$ cat src/rtl/hazard_pkg.sv
// Shared types for the pipeline hazard unit: forwarding selects and hazard FSM states.
package hazard_pkg;

  typedef enum logic [1:0] {
    FWD_RF  = 2'b00,
    FWD_WB  = 2'b01,
    FWD_MEM = 2'b10
  } fwd_sel_e;

  typedef enum logic {
    HZ_IDLE     = 1'b0,
    HZ_LU_STALL = 1'b1
  } hz_state_e;

endpackage

$ cat src/rtl/forward_unit.sv
// EX-stage operand forwarding: picks the youngest in-flight producer of each EX source register.
module forward_unit
  import hazard_pkg::*;
#(
  parameter int REG_AW = 5
) (
  input  logic [REG_AW-1:0] ex_rs1,
  input  logic [REG_AW-1:0] ex_rs2,
  input  logic [REG_AW-1:0] mem_rd,
  input  logic              mem_regwrite,
  input  logic [REG_AW-1:0] wb_rd,
  input  logic              wb_regwrite,
  output fwd_sel_e          fwd_a,
  output fwd_sel_e          fwd_b
);

  // EX/MEM is checked first so the younger result wins when both stages write the same register.
  function automatic fwd_sel_e selFor(input logic [REG_AW-1:0] rs);
    if (mem_regwrite && (mem_rd != '0) && (mem_rd == rs)) begin
      return FWD_MEM;
    end else if (wb_regwrite && (wb_rd != '0) && (wb_rd == rs)) begin
      return FWD_WB;
    end
    return FWD_RF;
  endfunction

  assign fwd_a = selFor(ex_rs1);
  assign fwd_b = selFor(ex_rs2);

endmodule

$ cat src/rtl/pipeline_hazard_unit.sv
// Load-use stall, branch flush, memory freeze and forwarding control for the 5-stage pipeline.
// Define HAZARD_PERF_CNT_EN to add the stall_cycles / flush_count performance counters.
module pipeline_hazard_unit
  import hazard_pkg::*;
#(
  parameter int REG_AW            = 5,
  parameter int LOAD_STALL_CYCLES = 1
) (
  input  logic              clock,
  input  logic              reset,
  input  logic [REG_AW-1:0] id_rs1,
  input  logic [REG_AW-1:0] id_rs2,
  input  logic              id_use_rs1,
  input  logic              id_use_rs2,
  input  logic [REG_AW-1:0] ex_rs1,
  input  logic [REG_AW-1:0] ex_rs2,
  input  logic [REG_AW-1:0] ex_rd,
  input  logic              ex_memread,
  input  logic [REG_AW-1:0] mem_rd,
  input  logic              mem_regwrite,
  input  logic [REG_AW-1:0] wb_rd,
  input  logic              wb_regwrite,
  input  logic              branch_taken,
  input  logic              mem_busy,
`ifdef HAZARD_PERF_CNT_EN
  output logic [31:0]       stall_cycles,
  output logic [31:0]       flush_count,
`endif
  output logic              stall_pc,
  output logic              stall_if_id,
  output logic              bubble_id_ex,
  output logic              flush_if_id,
  output logic              freeze_all,
  output logic [1:0]        fwd_a,
  output logic [1:0]        fwd_b
);

  localparam int CW = $clog2(LOAD_STALL_CYCLES + 1);
  localparam logic [CW-1:0] CNT_LOAD = CW'(LOAD_STALL_CYCLES - 1);
  localparam logic [CW-1:0] CNT_LAST = CW'(1);

  hz_state_e     r_state;
  logic [CW-1:0] r_cnt;

  logic     w_hazard;
  logic     w_luStall;
  logic     w_branch;
  fwd_sel_e w_fwdA;
  fwd_sel_e w_fwdB;

  assign w_hazard = ex_memread && (ex_rd != '0) &&
                    ((id_use_rs1 && (id_rs1 == ex_rd)) || (id_use_rs2 && (id_rs2 == ex_rd)));

  // The first stall cycle comes straight from the hazard compare so the hold is zero-latency.
  assign w_luStall = (r_state == HZ_LU_STALL) || ((r_state == HZ_IDLE) && w_hazard);
  assign w_branch  = branch_taken && !mem_busy;

  assign stall_pc     = !reset && w_luStall && !w_branch;
  assign stall_if_id  = !reset && w_luStall && !w_branch;
  assign bubble_id_ex = !reset && (w_luStall || w_branch);
  assign flush_if_id  = !reset && w_branch;
  assign freeze_all   = !reset && mem_busy;
  assign fwd_a        = reset ? 2'b00 : w_fwdA;
  assign fwd_b        = reset ? 2'b00 : w_fwdB;

  forward_unit #(
    .REG_AW(REG_AW)
  ) u_forward (
    .ex_rs1       (ex_rs1),
    .ex_rs2       (ex_rs2),
    .mem_rd       (mem_rd),
    .mem_regwrite (mem_regwrite),
    .wb_rd        (wb_rd),
    .wb_regwrite  (wb_regwrite),
    .fwd_a        (w_fwdA),
    .fwd_b        (w_fwdB)
  );

  // The IDLE cycle that detects the hazard is stall cycle one; LU_STALL covers the remaining ones.
  always_ff @(posedge clock or posedge reset) begin
    if (reset) begin
      r_state <= HZ_IDLE;
      r_cnt   <= '0;
    end else if (!mem_busy) begin
      if (branch_taken) begin
        r_state <= HZ_IDLE;
        r_cnt   <= '0;
      end else if (r_state == HZ_IDLE) begin
        if (w_hazard && (LOAD_STALL_CYCLES > 1)) begin
          r_state <= HZ_LU_STALL;
          r_cnt   <= CNT_LOAD;
        end
      end else if (r_cnt == CNT_LAST) begin
        r_state <= HZ_IDLE;
        r_cnt   <= '0;
      end else begin
        r_cnt <= r_cnt - CNT_LAST;
      end
    end
  end

`ifdef HAZARD_PERF_CNT_EN
  logic [31:0] r_stallCycles;
  logic [31:0] r_flushCount;

  always_ff @(posedge clock or posedge reset) begin
    if (reset) begin
      r_stallCycles <= '0;
      r_flushCount  <= '0;
    end else if (!mem_busy) begin
      if (w_luStall && !branch_taken) begin
        r_stallCycles <= r_stallCycles + 32'd1;
      end
      if (branch_taken) begin
        r_flushCount <= r_flushCount + 32'd1;
      end
    end
  end

  assign stall_cycles = r_stallCycles;
  assign flush_count  = r_flushCount;
`endif

endmodule
$ cat config.mk
export PLATFORM = sky130hd
export DESIGN_NAME = pipeline_hazard_unit
export DESIGN_NICKNAME = d
export VERILOG_FILES = /design/src/rtl/hazard_pkg.sv /design/src/rtl/forward_unit.sv /design/src/rtl/pipeline_hazard_unit.sv
export SDC_FILE = /design/constraint.sdc
export NUM_CORES = 1
export LEC_CHECK = 0
export BUFFER_PORTS_ARGS = -buffer_cell sky130_fd_sc_hd__buf_2
export CAP_MARGIN = 0
export CELL_PAD_IN_SITES_DETAIL_PLACEMENT = 0
export CELL_PAD_IN_SITES_GLOBAL_PLACEMENT = 2
export CORE_MARGIN = 4
export CORE_UTILIZATION = 18
export CTS_CLUSTER_SIZE = 24
export DETAILED_ROUTE_END_ITERATION = 8
export GPL_ROUTABILITY_DRIVEN = 1
export PLACE_DENSITY = 0.83
export SYNTH_ARGS = -nofsm -noshare
export SYNTH_HDL_FRONTEND = slang
export SYNTH_SLANG_ARGS = --single-unit
export TNS_END_PERCENT = 30
$ cat constraint.sdc
create_clock -name clock -period 3.1 [get_ports clock]
set_clock_uncertainty 0.2 [all_clocks]
set_input_delay 0.62 -clock clock [delete_from_list [all_inputs] [get_ports clock]]
set_output_delay 0.62 -clock clock [all_outputs]
set_load 0.02 [all_outputs]
==> impl_results.md <==
- Status: completed
- Peak supply drop: 0.0659 mV
- R2R Setup Slk: 2.13 ns
- Power density over the cells: 202 mW/mm^2
- Synth top area share: 0.283
- Hold Crit Class: in -> async
- Filler Cells Inserted: 308
- Avg Cell Area, Syn: 7.86 sq um
- Setup violators final: 0
- Via density: 4.39
- WP data required: 2.28 ns
- DPL Wire Length: 1810 microns
- Max-Cap Viols: 0
- DRC marker count from the first detailed-route iteration: 34
- H-Tree Depth: 1
- CTS resizes: 0
- Clock latency on the worst-skew pair: 0.22 ns
- Die Height: 63.7 microns
- R2r startpoint: r_state$_DFFE_PP0N_
- Fin. max-slew vios: 0
- Slew Limit Headroom: 0.816
- Count of input and output buffers: 52
- Worst-path fanout max: 4
- Yosys cell types: 21
- Vias in the first global route: 713
- Async set-or-reset flop fraction in the synthesized netlist: 1.00
- Post-synth EDFFs: 0
- Cell taking the most area after synthesis: xor2_1
- Max Buffers Root-to-Sink: 2
- CTS Sinks: 2
- Vias: 685
- Worst Setup End Kind: output port
- Worst Reg-to-Reg Cells: 3
- Commonest cells in the synthesized netlist: 18 x xor2_1, 12 x xnor2_1, 5 x or4_1
- Final net count: 171
- Worst r2r dst: r_cnt$_DFFE_PP0P_
- IO Pins: 53
- Final wirelength: 1960 microns
- Total grt overflow: 0
- Core Util, Final: 0.306
- Starting Density: 0.196
- Cts bufs inserted: 3
- Hold buffers post-CTS: 0
- Final period util: 0.928
- RSZ-0062 raised after global routing: no
- Fmax: 0.348 GHz
- Drt drc: 0
- Aggregate global-route resource usage: 0.101
- Setup bufs post-CTS: 0
- CTS root buf: clkbuf_4
- Area Overhead vs Synth: 56.3%
- Final hold violations: 0
- DIE AREA: 0.00406 sq mm
- Main synth FF type: dfrtp_1
- CP arrival: 2.06 ns
- Leakage: 0.417 nW
- Dpl cells: 153
- Area of placed instances: 850 sq um
- Worst slew pin tran: 0.273 ns
- Clock-pin slew on the worst setup and hold paths: 0.03 ns
- Fin cells: 156
- Syn nets: 115
- Antenna viol nets, final: 0
- Design area: 872 sq um
- Fin Setup TNS: 0 ns
- Chip width: 63.7 microns
- Flops & latches, synth: 2
- Syn Inst Count: 71
- Share of layout cells above drive strength 1: 0.464
- Critical path class: in -> out
- Synth area leaders: xor2_1 28%, xnor2_1 19%, dfrtp_1 9.0%, or4_1 6.7%, nor4_1 4.5%
- Core Region: 0.00285 sq mm
- Antenna violations before repair: 0
- Ys Warns: 0
- Crit path time final: 2.88 ns
- Register area share after synthesis: 0.0897
- Antenna diodes: 0
- DR pass1 iterations: 3
- CTS tree: done
- Placer Congestion: 0.726
- First-pass GRT wire length: 3260 microns
- Num rows: 19
- Count leader, synth: xor2_1
- Largest net degree at the start of global routing: 7
- Wire length per cell: 12.5 microns
- Tot Pwr: 0.177 mW
- Post-Syn Area: 558 sq um
- Crit start category: input port
==> flip-flops by register name, indices dropped and copies added (netlist names) <==
register  count
r_cnt         1
r_state       1
==> cell families after synthesis <==
logic type,synth area share
XOR/XNOR,0.471
buffers and inverters,0.0202
AO/OA/AOI/OAI,0.121
AND/OR/NAND/NOR,0.298
flip-flops,0.0897
==> per-layer routing <==
layer | vias up | share of wire | global-route usage
li1 | 364 | - | -
met3 | 0 | 0.11 | 0.0391
met1 | 281 | 0.47 | 0.136
met5 | - | 0 | 0
met4 | 0 | 0 | 0.0323
met2 | 40 | 0.42 | 0.146
==> cell usage in the layout, fill, tap and decap left out <==
cell type / n
or4_1: 5
nand2_1: 4
nand3_1: 2
nor3_1: 2
nor4_1: 4
and2_0: 1
o21a_1: 1
and2_1: 1
dfrtp_1: 2
o211ai_1: 3
clkbuf_4: 3
xor2_1: 18
buf_2: 52
o21ai_0: 4
nor2b_1: 2
nand3b_1: 1
inv_1: 1
nor4_2: 2
xnor2_1: 12
o21ai_2: 1
a32oi_1: 1
nor2_1: 3
==> worst max-delay path by stage <==
stage,end,slack [ns],depth (start not counted),from
final,fwd_a[0],0.22,6,mem_rd[2]
after global routing,fwd_b[0],0.15,6,reset
after CTS,fwd_a[0],0.22,6,mem_rd[2]
after detailed placement,fwd_a[0],0.22,6,mem_rd[2]
after global placement,fwd_a[0],0.25,6,mem_rd[2]
after floorplan,stall_pc,0.31,5,ex_rd[2]
==> power breakdown <==
part	internal, mW	leakage [nW]	switching (mW)
Clock	0.0425	0.0138	0.0128
Sequential	0.0263	0.0280	0
Combinational	0.0474	0.376	0.0475
==> through the flow <==
step / hold WS, ns / setup slack [ns]
5_1_grt: 0.128 / 0.150
6_report: 0.142 / 0.223
3_5_place_dp: 0.287 / 0.219
4_1_cts: 0.141 / 0.218
2_1_floorplan: 0.189 / 0.313
3_3_place_gp: 0.282 / 0.251
==> worst max-delay path: stages <==
cell and delay, ns:
buf_2 0.12, or4_1 0.54, o21ai_2 0.19, nor3_1 0.09
nor4_2 0.27, buf_2 0.21
==> layout make-up <==
type                    instances  area (sq um)  share of cell area
well taps                      31          38.8              0.0445
inverters                       1          3.75             0.00430
clock buffers                   3          22.5              0.0258
multi-input cells              67           497               0.570
repair buffers                 52           260               0.298
flip-flops and latches          2          50.0              0.0574
Power figures use the tool's default switching activity.
